$ cat src/rtl/reorder_buffer_pkg.sv
// Shared constants and the default-width entry layout for the reorder buffer.
package reorder_buffer_pkg;

   localparam int unsigned ROB_DEPTH     = 16;
   localparam int unsigned ROB_TAG_WIDTH = $clog2(ROB_DEPTH);
   localparam int unsigned AREG_WIDTH    = 3;
   localparam int unsigned PREG_WIDTH    = 5;

   typedef struct packed {
      logic                  valid;
      logic                  done;
      logic                  misp;
      logic                  dest_v;
      logic [AREG_WIDTH-1:0] areg;
      logic [PREG_WIDTH-1:0] preg;
      logic [PREG_WIDTH-1:0] old_preg;
   } rob_entry_t;

endpackage

$ cat src/rtl/reorder_buffer_ptr.sv
// Circular pointer with an extra wrap bit; load takes priority over increment.
module reorder_buffer_ptr
   import reorder_buffer_pkg::*;
#(
   parameter int unsigned TAG_WIDTH = ROB_TAG_WIDTH
) (
   input  logic               clk,
   input  logic               rst,
   input  logic               inc,
   input  logic               load,
   input  logic [TAG_WIDTH:0] load_val,
   output logic [TAG_WIDTH:0] ptr
);

   always_ff @(posedge clk or posedge rst) begin
      if (rst)       ptr <= '0;
      else if (load) ptr <= load_val;
      else if (inc)  ptr <= ptr + 1'b1;
   end

endmodule

$ cat src/rtl/reorder_buffer.sv
// In-order commit tracker: allocates in program order, completes out of order,
// retires one head entry per cycle and raises a flush on a mispredicted head branch.
module reorder_buffer
   import reorder_buffer_pkg::*;
#(
   parameter int unsigned ROB_DEPTH  = reorder_buffer_pkg::ROB_DEPTH,
   parameter int unsigned AREG_WIDTH = reorder_buffer_pkg::AREG_WIDTH,
   parameter int unsigned PREG_WIDTH = reorder_buffer_pkg::PREG_WIDTH
) (
   input  logic                         clk_i,
   input  logic                         reset_i,
   input  logic                         alloc_v_i,
   output logic                         alloc_ready_o,
   input  logic                         alloc_dest_v_i,
   input  logic [AREG_WIDTH-1:0]        alloc_areg_i,
   input  logic [PREG_WIDTH-1:0]        alloc_preg_i,
   input  logic [PREG_WIDTH-1:0]        alloc_old_preg_i,
   output logic [$clog2(ROB_DEPTH)-1:0] alloc_tag_o,
   input  logic                         complete_v_i,
   input  logic [$clog2(ROB_DEPTH)-1:0] complete_tag_i,
   input  logic                         complete_mispredict_i,
   output logic                         commit_v_o,
   output logic                         commit_rename_o,
   output logic [AREG_WIDTH-1:0]        commit_areg_o,
   output logic [PREG_WIDTH-1:0]        commit_preg_o,
   output logic [PREG_WIDTH-1:0]        commit_old_preg_o,
   output logic                         mispredict_o
);

   localparam int unsigned TW = $clog2(ROB_DEPTH);

   typedef struct packed {
      logic                  valid;
      logic                  done;
      logic                  misp;
      logic                  dest_v;
      logic [AREG_WIDTH-1:0] areg;
      logic [PREG_WIDTH-1:0] preg;
      logic [PREG_WIDTH-1:0] old_preg;
   } entry_t;

   entry_t          rob [ROB_DEPTH];
   entry_t          head_e;
   logic [TW:0]     head, tail, head_next;
   logic [TW-1:0]   head_idx, tail_idx;
   logic            commit_now, flush_now, full, alloc_fire;

   assign head_idx    = head[TW-1:0];
   assign tail_idx    = tail[TW-1:0];
   assign head_next   = head + 1'b1;
   assign alloc_tag_o = tail_idx;

   always_comb begin
      head_e        = rob[head_idx];
      commit_now    = head_e.valid & head_e.done;
      flush_now     = commit_now & head_e.misp;
      full          = (head_idx == tail_idx) && (head[TW] != tail[TW]);
      alloc_ready_o = !full && !flush_now;
      alloc_fire    = alloc_v_i && alloc_ready_o;
   end

   reorder_buffer_ptr #(.TAG_WIDTH(TW)) u_head (
      .clk      (clk_i),
      .rst      (reset_i),
      .inc      (commit_now),
      .load     (1'b0),
      .load_val ('0),
      .ptr      (head)
   );

   // A flush empties the buffer by pulling tail to just past the retiring branch.
   reorder_buffer_ptr #(.TAG_WIDTH(TW)) u_tail (
      .clk      (clk_i),
      .rst      (reset_i),
      .inc      (alloc_fire),
      .load     (flush_now),
      .load_val (head_next),
      .ptr      (tail)
   );

   always_ff @(posedge clk_i or posedge reset_i) begin
      if (reset_i) begin
         for (int unsigned i = 0; i < ROB_DEPTH; i++) rob[i] <= '0;
      end else if (flush_now) begin
         for (int unsigned i = 0; i < ROB_DEPTH; i++) begin
            rob[i].valid <= 1'b0;
            rob[i].done  <= 1'b0;
         end
      end else begin
         // Commit is written after completion so a repeat completion cannot revive a retired head.
         if (complete_v_i && rob[complete_tag_i].valid) begin
            rob[complete_tag_i].done <= 1'b1;
            rob[complete_tag_i].misp <= complete_mispredict_i;
         end
         if (commit_now) begin
            rob[head_idx].valid <= 1'b0;
            rob[head_idx].done  <= 1'b0;
         end
         if (alloc_fire) begin
            rob[tail_idx] <= '{valid: 1'b1, done: 1'b0, misp: 1'b0,
                               dest_v: alloc_dest_v_i, areg: alloc_areg_i,
                               preg: alloc_preg_i, old_preg: alloc_old_preg_i};
         end
      end
   end

   always_ff @(posedge clk_i or posedge reset_i) begin
      if (reset_i) begin
         commit_v_o        <= 1'b0;
         commit_rename_o   <= 1'b0;
         commit_areg_o     <= '0;
         commit_preg_o     <= '0;
         commit_old_preg_o <= '0;
         mispredict_o      <= 1'b0;
      end else begin
         commit_v_o      <= commit_now;
         commit_rename_o <= commit_now & head_e.dest_v;
         mispredict_o    <= flush_now;
         if (commit_now) begin
            commit_areg_o     <= head_e.areg;
            commit_preg_o     <= head_e.preg;
            commit_old_preg_o <= head_e.old_preg;
         end
      end
   end

endmodule

$ cat config.mk
export PLATFORM = sky130hd
export DESIGN_NAME = reorder_buffer
export DESIGN_NICKNAME = d
export VERILOG_FILES = /design/src/rtl/reorder_buffer_pkg.sv /design/src/rtl/reorder_buffer_ptr.sv /design/src/rtl/reorder_buffer.sv
export SDC_FILE = /design/constraint.sdc
export NUM_CORES = 1
export LEC_CHECK = 0
export BUFFER_PORTS_ARGS = -buffer_cell sky130_fd_sc_hd__clkbuf_2
export CAP_MARGIN = 20
export CORE_ASPECT_RATIO = 1.4
export CORE_MARGIN = 1
export CORE_UTILIZATION = 40
export CTS_CLUSTER_SIZE = 30
export DETAILED_ROUTE_END_ITERATION = 10
export PLACE_DENSITY_LB_ADDON = 0.25
export SYNTH_ARGS = -nofsm -noshare
export SYNTH_HDL_FRONTEND = slang
export SYNTH_SLANG_ARGS = --single-unit
$ cat constraint.sdc
create_clock -name clk_i -period 12 [get_ports clk_i]
set_input_delay 2.4 -clock clk_i [delete_from_list [all_inputs] [get_ports clk_i]]
set_output_delay 2.4 -clock clk_i [all_outputs]
set_load 0.005 [all_outputs]
[Word-level counts from Yosys, hierarchy flattened]
Index checks and enable logic that the tools add are counted.
Word-level totals
  flip-flop bits (word level): 298
  input bits: 23
  output and inout port bits: 21
  word-level logic and storage cells: 190
Operators by class
  add/subtract/negate cells: 2
  order comparisons: 6
  equal/unequal tests: 2
  muxes and demuxes: 44
  bitwise gates (word level): 6
  reduce and logical (&&, ||, !) cells: 10
Operator list (number)
  $bwmux 272: 5
  $mux 272: 5
  $demux 17 s4: 5
  $bmux 17 s4: 2
  $mux 17: 6
  $mux 16: 2
  $mux 2: 16
  $ge 5x5->1 const B: 3
  $lt 5x1->1 const B: 3
  $mux 15: 1
  $not 4->5: 3
  $add 5x1->5 const B: 2
  $mux 5: 2
  $logic_and 1x1->1: 7
  $eq 4x4->1: 1
  $and 1x1->1: 3
  $logic_not 1->1: 2
  $reduce_bool 2->1: 1
  $ne 1x1->1: 1

[Longest topological paths before layout]
Gate-level depths: netlist of run 1.
  word-level depth: 16
  gate-level depth with buffers: 11
  depth with buffers taken out: 7

[By module]
Synthesis of run 1 repeated with hierarchy kept, for this count alone.
Second synthesis, totals
  cell total of the unflattened synthesis: 987
  area, all modules: 14317.5 µm²
Modules (own cells, without submodules)
  reorder_buffer: times used 1, cells an instance 935, area an instance 13817.0 µm², sequential area each 7206.9 µm²
  reorder_buffer_ptr: times used 2, cells an instance 26, area an instance 250.2 µm², sequential area each 125.1 µm²

[Worst setup path before layout of run 1]
OpenSTA, ideal clock, no wires.
  kind: reg-to-output
  from: register u_head.ptr[0]
  to: output port alloc_ready_o
  arrival time: 1994 ps
  data required time: 9600 ps
  path slack: 7606 ps
  cell stages (with the launch flop): 10
  path buffers: 3
  cell sequence: dfrtp_1 buf_6 buf_6 mux4_2 a22oi_1 nand2_1 nand3_4 inv_2 clkbuf_1 a21oi_1
Between the ends
  cells in the longest elaborated chain, start to end: 8
  elaborated cells between the ends (all ways): 11
  those cells by class: eq/ne: 1; mux: 3; bitwise: 3; reduce/logical: 4
Ends and longest elaborated chain
  start: declaration: line reorder_buffer_ptr.sv:12  | output logic [TAG_WIDTH:0] ptr
  start signal: assignment: line reorder_buffer_ptr.sv:17  | else if (load) ptr <= load_val;
  start signal: assignment: line reorder_buffer_ptr.sv:18  | else if (inc) ptr <= ptr + 1'b1;
  $not 4->5 (implied by the code) *: line reorder_buffer.sv:54  | head_e = rob[head_idx];
  $bmux 17 s4 *: line reorder_buffer.sv:54
  $mux 17 (implied by the code) * (2 in series): line reorder_buffer.sv:54
  $and 1x1->1: line reorder_buffer.sv:55  | commit_now = head_e.valid & head_e.done;
  $and 1x1->1 *: line reorder_buffer.sv:56  | flush_now = commit_now & head_e.misp;
  via flush_now: line reorder_buffer.sv:46  | logic commit_now, flush_now, full, alloc_fire;
  $logic_not 1->1 *: line reorder_buffer.sv:58  | alloc_ready_o = !full && !flush_now;
  $logic_and 1x1->1 *: line reorder_buffer.sv:58
  end: declaration: line reorder_buffer.sv:13  | output logic alloc_ready_o,
The timed path passes the listed nets; every way through them passes the cells marked *. The select of a mux whose other input is x is not followed.

[Final worst setup path of run 1]
  from: register u_head.ptr[2]
  to: output port alloc_ready_o
Between the ends
  cells in the longest elaborated chain, start to end: 8
  elaborated cells between the ends (all ways): 11
  those cells by class: eq/ne: 1; mux: 3; bitwise: 3; reduce/logical: 4
Ends and longest elaborated chain (line)
  $not 4->5 (implied by the code): reorder_buffer.sv:54
  $bmux 17 s4: reorder_buffer.sv:54
  $mux 17 (implied by the code) (2 in series): reorder_buffer.sv:54
  $and 1x1->1: reorder_buffer.sv:55
  $and 1x1->1: reorder_buffer.sv:56
  $logic_not 1->1: reorder_buffer.sv:58
  $logic_and 1x1->1 *: reorder_buffer.sv:58
Every way passes the cells marked *; elsewhere a longest branch is shown, timed or not. The select of a mux whose other input is x is not followed.

==> impl_metrics.json, run 1 <==
{
  "status": "finished, final reports clean",
  "finish.utilization": 0.449,
  "syn_inst": 1009,
  "drive_gt1_frac": 0.407,
  "p_comb_frac": 0.384,
  "syn_to_final_growth_pct": 10.8,
  "drv_cap": 0,
  "post_cts_buffers": 0,
  "p_total_mw": 4.62,
  "p_clk_frac": 0.222,
  "path_cells": "buf_4 > nor2b_1 > a22oi_1 > nand2_1 > nand3_4 > inv_2 > a21oi_1 > clkbuf_2",
  "yosys_warnings": 0,
  "first_global_vias": 9135,
  "ctsResizeCount": 0,
  "crit_family": "simple AND/OR/NAND/NOR gates",
  "slew_viol_final": 0,
  "switching_power_mw": 1.52,
  "ys_async_sr_fraction": 1.00,
  "cts-root-buf": "clkbuf_16",
  "max-vdd-ir-drop_uv": 163,
  "switching_share": 0.329,
  "p_leak_nw": 7.11,
  "setup_viol": 0,
  "synth.avg_cell_area_um2": 14.3,
  "core_mm2": 0.0357,
  "rsz0062_at_grt": "false",
  "worstHoldPathType": "flip-flop to flip-flop",
  "die_area_mm2": 0.0370,
  "place.gp.congestion": 0.856,
  "setup_tns_ns": 0,
  "max_stage_delay_ns": 0.83,
  "cp_num_buf_inv": 3,
  "yosysSeqAreaShare": 0.515,
  "clock.fmax_mhz": 149,
  "io_pins": 44,
  "power_frac_seq": 0.394,
  "portBuffers": 43,
  "grt_pass1_wl_um": 57300,
  "startpoint": "u_head.ptr[2]$_DFFE_PP0N_",
  "htree_levels": 1,
  "cts_made_buffers": 30,
  "stdcell_count": 1499,
  "drt-total-wl_um": 36500,
  "dp_cells": 1443,
  "fin_crit_ns": 6.73,
  "drc": 0,
  "internal_power_mw": 3.10,
  "clk_pin_slew_worst_paths_ns": 0.06,
  "cts_tree": "yes",
  "synth-seq-cells": 298,
  "period_share": 0.561,
  "worstMarginPinSlew_ns": 1.08,
  "grt_overflow": 0,
  "cts_max_path_buffers": 3,
  "rows": 82,
  "grtUsageTotal": 0.207,
  "synth_top_area_cell": "dfrtp_1",
  "grt_max_degree": 175,
  "drtIter0Drc": 456,
  "r2r_start": "u_head.ptr[2]$_DFFE_PP0N_",
  "numClockSinks": 298,
  "post_drt_wl_per_cell_um": 24.3,
  "yosys-top-cells-area": "dfrtp_1 52%, mux4_2 13%, mux2_2 13%, mux2_4 5.1%, nand2_1 1.9%",
  "layout_commonest_cell": "dfrtp_1",
  "crit_type": "flip-flop to output port",
  "synth_ff_type": "dfrtp_1",
  "holdCritStartpoint": "commit_old_preg_o[1]$_DFFE_PP0N_",
  "ant_nets": 0,
  "setup.worst_path.end_class": "output port",
  "synth_area_mm2": 0.0145,
  "antennaDiodeCount": 0,
  "vias": 8488,
  "skew_ns": 0.0174,
  "syn_nets": 1040,
  "required_ns": 9.60,
  "crit_path_max_fanout": 36,
  "slew_headroom": 0.281,
  "worstPathArrival_ns": 4.33,
  "synth_edf_count": 0,
  "die_x_um": 163,
  "seqCellArea_mm2": 0.00746,
  "post-dp-hpwl_um": 21500,
  "antenna_found_initial": 1,
  "fin_nets": 1044,
  "worstSkewPairLatency_ns": 0.57,
  "synth_cell_type_count": 44,
  "powerDensity_mw_per_mm2": 288,
  "die_h_um": 227,
  "fill_cells": 3238,
  "final_cell_mix": "296 x dfrtp_1, 162 x mux2_2, 84 x mux4_2",
  "synth_top_area_share": 0.515,
  "viasPerCell": 5.66,
  "report.final.hold_viol_count": 0,
  "hold_buffers": 0,
  "floorplan.initialDensity": 0.405,
  "drt_first_pass_iters": 5,
  "multiInputGateArea_mm2": 0.00655,
  "start_kind": "flip-flop",
  "slowest_stage": "dfrtp_1"
}
-- power groups by stage --
stage / Combinational (mW) / Clock [mW] / Sequential (mW)
after floorplan: 1.49 / 0 / 1.67
after global placement: 1.77 / 0 / 1.81
after detailed placement: 1.80 / 0 / 1.83
after CTS: 1.80 / 1.05 / 1.82
after global routing: 1.93 / 1.08 / 1.88
final: 1.78 / 1.02 / 1.82
-- per-stage QoR --
stage / cell area (um^2) / hold slack (ns) / setup WS (ns)
CTS: 16000 / 0.480 / 5.26
global placement: 15000 / 0.461 / 6.03
detailed placement: 15000 / 0.464 / 5.88
finish: 16000 / 0.473 / 5.27
global route: 16000 / 0.504 / 4.92
floorplan: 14500 / 0.453 / 1.37
-- kinds of logic (layout without fill, tap and decap cells) --
kind of cell	Yosys count	after routing	share of synthesized area
AO/OA/AOI/OAI	117	117	0.0526
XOR/XNOR	16	16	0.00968
adder cells (fa/ha/maj)	8	8	0.00692
buffers and inverters	92	120	0.0328
flip-flops	298	298	0.515
multiplexers	312	312	0.320
AND/OR/NAND/NOR	166	166	0.0624
-- worst min-delay path: cells and delay by family (launching register included) --
kind,cells,cell delay [ns]
flops,1,0.34
simple gates,2,0.10
-- worst paths after layout --
kind | to | slack (ns) | depth (start not counted)
worst min register to register | commit_old_preg_o[1]$_DFFE_PP0N_ | 0.47 | 2
worst min-delay path | commit_old_preg_o[1]$_DFFE_PP0N_ | 0.47 | 2
max in group asynchronous | u_head.ptr[1]$_DFFE_PP0N_ | 8.41 | 3
min in group asynchronous | rob[78]$_DFFE_PP0P_ | 2.04 | 2
worst max-delay path | alloc_ready_o | 5.27 | 8
worst max register to register | rob[261]$_DFFE_PP0P_ | 7.52 | 9
-- flip-flops by register name (all words and copies together) (netlist names) --
register and cells:
commit_v_o 1, commit_preg_o 5, commit_rename_o 1, u_tail.ptr 5, mispredict_o 1, u_head.ptr 5, commit_old_preg_o 5, rob 272
commit_areg_o 3
-- cell type report --
class | instances | area share
Inverter | 9 | 0.00257
Multi-Input combinational cell | 619 | 0.408
Tap cell | 462 | 0.0360
Sequential cell | 298 | 0.466
Timing Repair Buffer | 55 | 0.0198
Clock buffer | 42 | 0.0553
Clock inverter | 14 | 0.0123
-- synth_stat cells, types with 6 or more instances --
master / number
buf_4: 8
nor2_1: 22
o21ai_0: 25
nand2b_1: 9
nand2_1: 72
mux2_2: 162
xnor2_1: 6
ha_1: 8
mux2_4: 49
mux2_1: 13
o211a_1: 8
a22oi_1: 6
dfrtp_1: 298
buf_6: 9
clkbuf_1: 44
o31ai_1: 11
a21oi_1: 36
buf_2: 17
xor2_1: 10
inv_1: 7
nor2b_1: 9
nand3_1: 23
nor3_1: 7
nand4_4: 7
a21o_1: 9
a21boi_0: 10
mux4_2: 84
-- metal layers --
layer,GRT usage,share of wire,up-vias
met3,0.0231,0.036,72
met1,0.264,0.42,4476
met4,0.0733,0.031,2
met2,0.362,0.51,202
met5,0,0.00027,-
li1,-,-,3736
(Power assumes the default switching activity.)
==> run 2, diff against run 1 <==
clock period = 5.95 ns   (was 12 ns; I/O delays follow)
==> impl_metrics.json, run 2 (synthesis results as in run 1) <==
{
  "syn_to_final_growth_pct": 10.2,
  "drive_gt1_frac": 0.406,
  "max-vdd-ir-drop_uv": 237,
  "final_cell_mix": "296 x dfrtp_1, 162 x mux2_2, 84 x mux4_2",
  "cts_max_path_buffers": 3,
  "crit_path_max_fanout": 36,
  "slew_headroom": 0.257,
  "switching_power_mw": 3.04,
  "antennaDiodeCount": 0,
  "p_clk_frac": 0.205,
  "vias": 8381,
  "post_drt_wl_per_cell_um": 23.7,
  "ant_nets": 0,
  "wl_met3_um": 1230,
  "skew_ns": 0.0216,
  "die_h_um": 227,
  "met1Wirelength_um": 14800,
  "finish.utilization": 0.447,
  "holdWs_ns": 0.478,
  "fin_crit_ns": 4.95,
  "grt_max_degree": 153,
  "floorplan.initialDensity": 0.405,
  "grt_pass1_wl_um": 56000,
  "die_area_mm2": 0.0370,
  "report.final.hold_viol_count": 0,
  "setup_viol": 0,
  "switching_share": 0.334,
  "internal_power_mw": 6.08,
  "ctsResizeCount": 0,
  "setup_tns_ns": 0,
  "rsz0062_at_grt": "false",
  "post-place-ws_ns": 1.61,
  "viasPerCell": 5.58,
  "clock.fmax_mhz": 202,
  "fin_nets": 1048,
  "grt_overflow": 0,
  "status": "finished, final reports clean",
  "clk_pin_slew_worst_paths_ns": 0.06,
  "drv_cap": 0,
  "start_kind": "flip-flop",
  "cts_tree": "yes",
  "design_area_mm2": 0.0160,
  "p_leak_nw": 7.07,
  "worstMarginPinSlew_ns": 1.10,
  "die_x_um": 163,
  "dp_cells": 1447,
  "power_frac_seq": 0.404,
  "regMostFlops": "rob",
  "antenna_found_initial": 0,
  "largest_register_ffs": 272,
  "p_comb_frac": 0.391,
  "cts_made_buffers": 30,
  "p_total_mw": 9.12,
  "rows": 82,
  "drc": 0,
  "hold_buffers": 0,
  "worstPathArrival_ns": 3.76,
  "numClockSinks": 298,
  "grtUsageTotal": 0.202,
  "setup.worst_path.end_class": "output port",
  "core_mm2": 0.0357,
  "post-dp-hpwl_um": 22100,
  "powerDensity_mw_per_mm2": 572,
  "place.gp.congestion": 0.893,
  "top_layer": "met4",
  "drtIter0Drc": 399,
  "drt_first_pass_iters": 4,
  "place_area_mm2": 0.0150,
  "first_global_vias": 9157,
  "fin_ws_ns": 1.00,
  "portBuffers": 43,
  "required_ns": 4.76,
  "drt-total-wl_um": 35600,
  "layout_commonest_cell": "dfrtp_1",
  "slew_viol_final": 0,
  "io_pins": 44,
  "period_share": 0.831,
  "route.met2.wl_um": 18600,
  "htree_levels": 1,
  "post_cts_buffers": 0,
  "worstHoldPathType": "flip-flop to flip-flop",
  "cts-root-buf": "clkbuf_16",
  "crit_type": "flip-flop to output port",
  "worstSkewPairLatency_ns": 0.57,
  "stdcell_count": 1501
}
-- run 2: cell types whose count changed in the layout (fill, tap and decap cells not counted), sizes merged --
cell / before / now
clkinvlp: 1 / 2
bufinv: 5 / 1
buf: 12 / 16
clkbuf: 85 / 86
-- run 2: path summary, 6_finish.rpt --
check,endpoint,slack (ns),depth (start not counted),start
setup / recovery,alloc_ready_o,1.00,8,u_head.ptr[2]$_DFFE_PP0N_
hold / removal,commit_preg_o[1]$_DFFE_PP0N_,0.48,2,commit_preg_o[1]$_DFFE_PP0N_
setup reg to reg,rob[0]$_DFFE_PP0P_,1.73,7,u_head.ptr[1]$_DFFE_PP0N_
hold reg to reg,commit_preg_o[1]$_DFFE_PP0N_,0.48,2,commit_preg_o[1]$_DFFE_PP0N_
max in group asynchronous,u_head.ptr[0]$_DFFE_PP0N_,4.34,3,reset_i
min in group asynchronous,rob[189]$_DFFE_PP0P_,0.85,3,reset_i
-- run 2: power groups by stage --
| stage | clock [mW] | sequential (mW) | combinational (mW) |
|---|---|---|---|
| 4_1_cts | 1.92 | 3.69 | 3.61 |
| 3_5_place_dp | 0 | 3.72 | 3.60 |
| 6_report | 1.87 | 3.69 | 3.56 |
| 3_3_place_gp | 0 | 3.68 | 3.54 |
| 5_1_grt | 1.99 | 3.82 | 3.85 |
| 2_1_floorplan | 0 | 3.37 | 3.01 |
-- run 2: metal layers --
metal | global-route usage | vias to the layer above
met5 | 0 | -
met4 | 0.0696 | 0
met3 | 0.0202 | 60
met2 | 0.364 | 160
met1 | 0.252 | 4448
li1 | - | 3713
-- run 2: critical path, cell delays in order (launching register included) --
cell and delay, ns:
dfrtp_1 0.80, nor2b_1 0.47, a22oi_1 0.16, nand2_1 0.48, nand3_4 0.58, inv_2 0.15, buf_4 0.34, a21oi_1 0.07
clkbuf_2 0.12
-- run 2: layout make-up --
class,instances,area (um^2)
multi-input combinational,619,6550
sequential,298,7460
inverter,9,37.5
clock buffer,43,881
fill,3234,19700
tap,462,578
timing repair buffer,59,348
clock inverter,11,97.6
==> run 3, diff against run 2 <==
ABC_AREA = 1   (was default)
clock period = 4.7 ns   (was 5.95 ns; I/O delays follow)
==> impl_metrics.json, run 3 <==
{
  "slew_viol_final": 0,
  "setup_viol": 0,
  "synth_top_area_share": 0.503,
  "yosysSeqAreaShare": 0.503,
  "io_pins": 44,
  "worstPathArrival_ns": 2.94,
  "synth_top_family_by_area": "simple AND/OR/NAND/NOR gates",
  "largest_register_ffs": 272,
  "cts_max_path_buffers": 3,
  "floorplan.initialDensity": 0.405,
  "synth_top_area_cell": "dfrtp_1",
  "worstSkewPairLatency_ns": 0.59,
  "ant_nets": 0,
  "post-dp-hpwl_um": 29400,
  "fin_crit_ns": 3.88,
  "synth_area_mm2": 0.0148,
  "syn_to_final_growth_pct": 9.80,
  "synth_edf_count": 0,
  "core_mm2": 0.0366,
  "synth.area.mux_share": 0,
  "worstHoldPathType": "input pin to asynchronous set/reset pin",
  "numClockSinks": 298,
  "met1Wirelength_um": 18900,
  "cp.depth": 11,
  "yosys-top-cells-area": "dfrtp_1 50%, nand2_1 22%, o21ai_0 6.4%, nor2_1 4.7%, nand3_1 3.4%",
  "rows": 83,
  "regMostFlops": "rob",
  "worstMarginPinSlew_ns": 1.10,
  "clock.fmax_mhz": 258,
  "synth_commonest_cells": "872 x nand2_1, 298 x dfrtp_1, 189 x o21ai_0",
  "status": "finished, final reports clean",
  "grt_overflow": 0,
  "synth-seq-cells": 298,
  "post-place-ws_ns": 1.23,
  "synth_ff_type": "dfrtp_1",
  "holdWs_ns": 0.301,
  "max-vdd-ir-drop_uv": 356,
  "clk_pin_slew_worst_paths_ns": 0.06,
  "cts_tree": "yes",
  "drive_gt1_frac": 0.0696,
  "grt_pass1_wl_um": 73100,
  "multiInputGateArea_mm2": 0.00633,
  "die_x_um": 165,
  "route.met2.wl_um": 22800,
  "synth_cell_type_count": 29,
  "crit_path_max_fanout": 121,
  "cts-root-buf": "clkbuf_16",
  "slew_headroom": 0.265,
  "p_leak_nw": 8.42,
  "slowest_stage": "dfrtp_4",
  "portBuffers": 43,
  "ctsResizeCount": 0,
  "grtUsageTotal": 0.251,
  "hold_buffers": 0,
  "vias": 13087,
  "synth_simple_gate_area_share": 0.317,
  "post_drt_wl_per_cell_um": 18.7,
  "synth.avg_cell_area_um2": 7.33,
  "viasPerCell": 5.28,
  "syn_inst": 2021,
  "post_cts_buffers": 0,
  "htree_levels": 1,
  "skew_ns": 0.0272,
  "grt_max_degree": 122,
  "drv_cap": 0,
  "wl_met3_um": 2140,
  "fin_nets": 2021,
  "first_global_vias": 12787,
  "synth_most_common_cell": "nand2_1",
  "antennaDiodeCount": 0,
  "seqCellArea_mm2": 0.00746,
  "antenna_found_initial": 0,
  "start_kind": "flip-flop",
  "synth_adder_area_share": 0.00676,
  "ys_async_sr_fraction": 1.00,
  "period_share": 0.826,
  "reg2reg_depth": 14,
  "drtIter0Drc": 1071,
  "yosys_warnings": 0,
  "path_cells": "buf_12 > nand2_1 > nand3_1 > nand2_1 > nand2_1 > nand2_1 > nor2_1 > nand3_2 > nand2_1 > inv_1 > clkbuf_2",
  "rsz0062_at_grt": "false",
  "cp_num_buf_inv": 3,
  "die_h_um": 230,
  "reg2reg_slack_ns": 1.15,
  "syn_nets": 2052,
  "cpMostUsedCell": "nand2_1",
  "place.gp.congestion": 0.940,
  "die_area_mm2": 0.0378,
  "crit_type": "flip-flop to output port",
  "synth_compound_area_frac": 0.0987,
  "required_ns": 3.76,
  "final_cell_mix": "872 x nand2_1, 296 x dfrtp_1, 189 x o21ai_0",
  "layout_commonest_cell": "nand2_1",
  "fin_ws_ns": 0.817,
  "fill_cells": 3774,
  "max_stage_delay_ns": 0.59,
  "report.final.hold_viol_count": 0,
  "crit_family": "simple AND/OR/NAND/NOR gates",
  "powerDensity_mw_per_mm2": 700,
  "drc": 0,
  "setup_tns_ns": 0,
  "top_layer": "met4",
  "setup.worst_path.end_class": "output port",
  "drt-total-wl_um": 46300,
  "synth-xor-area-share": 0.00473,
  "cts_made_buffers": 31,
  "drt_first_pass_iters": 5
}
[run 3: cell count changes after synthesis, moves of 13 or more]
cell,previous run,this run
mux2_4,49,0
nand2_1,72,872
mux2_1,13,0
o22ai_1,0,53
inv_1,7,112
o21ai_0,25,189
clkbuf_1,44,75
mux2_2,162,0
nor2_1,22,186
buf_2,17,33
nand3_1,23,101
mux4_2,84,0
[run 3: metrics by stage]
stage / cells / instance area [um^2] / power, mW / util
6_report: 2479 / 16300 / 11.4 / 0.445
5_1_grt: 2479 / 16300 / 12.2 / 0.445
4_1_cts: 2479 / 16300 / 11.4 / 0.445
3_5_place_dp: 2424 / 15200 / 8.84 / 0.417
3_3_place_gp: 2424 / 15200 / 8.72 / 0.417
2_1_floorplan: 2021 / 14800 / 7.40 / -
[run 3: layout make-up]
class / instances / share of cell area
tap: 467 / 0.0359
multi-input combinational: 1481 / 0.389
inverter: 117 / 0.0274
clock inverter: 11 / 0.00977
timing repair buffer: 61 / 0.0246
sequential: 298 / 0.459
clock buffer: 44 / 0.0544
[run 3: where the power goes]
part | leakage, nW | internal (mW) | total, mW | switching (mW)
Sequential | 3.87 | 3.64 | 4.30 | 0.656
Combinational | 4.04 | 1.43 | 4.54 | 3.11
Clock | 0.518 | 1.52 | 2.56 | 1.04
Total | 8.42 | 6.58 | 11.4 | 4.81
[run 3: worst paths after layout]
path,startpoint,endpoint
max in group asynchronous,reset_i,u_head.ptr[0]$_DFFE_PP0N_
max reg2reg,u_head.ptr[0]$_DFFE_PP0N_,rob[175]$_DFFE_PP0P_
min in group clk_i,rob[174]$_DFFE_PP0P_,rob[174]$_DFFE_PP0P_
min reg2reg,rob[174]$_DFFE_PP0P_,rob[174]$_DFFE_PP0P_
max,u_head.ptr[0]$_DFFE_PP0N_,alloc_ready_o
min,reset_i,rob[149]$_DFFE_PP0P_
[run 3: cell families after synthesis]
family,Yosys count
buffers and inverters,242
and+or+nand+nor,1191
xor gates and xnor gates,8
DFF,298
adders and majority gates,8
AOI/OAI and AO/OA,274
[run 3: per-layer routing]
layer  GRT usage  vias to the layer above
li1            -                     6272
met1       0.311                     6311
met2       0.426                      382
met3      0.0283                      122
met4       0.133                        0
met5           0                        -
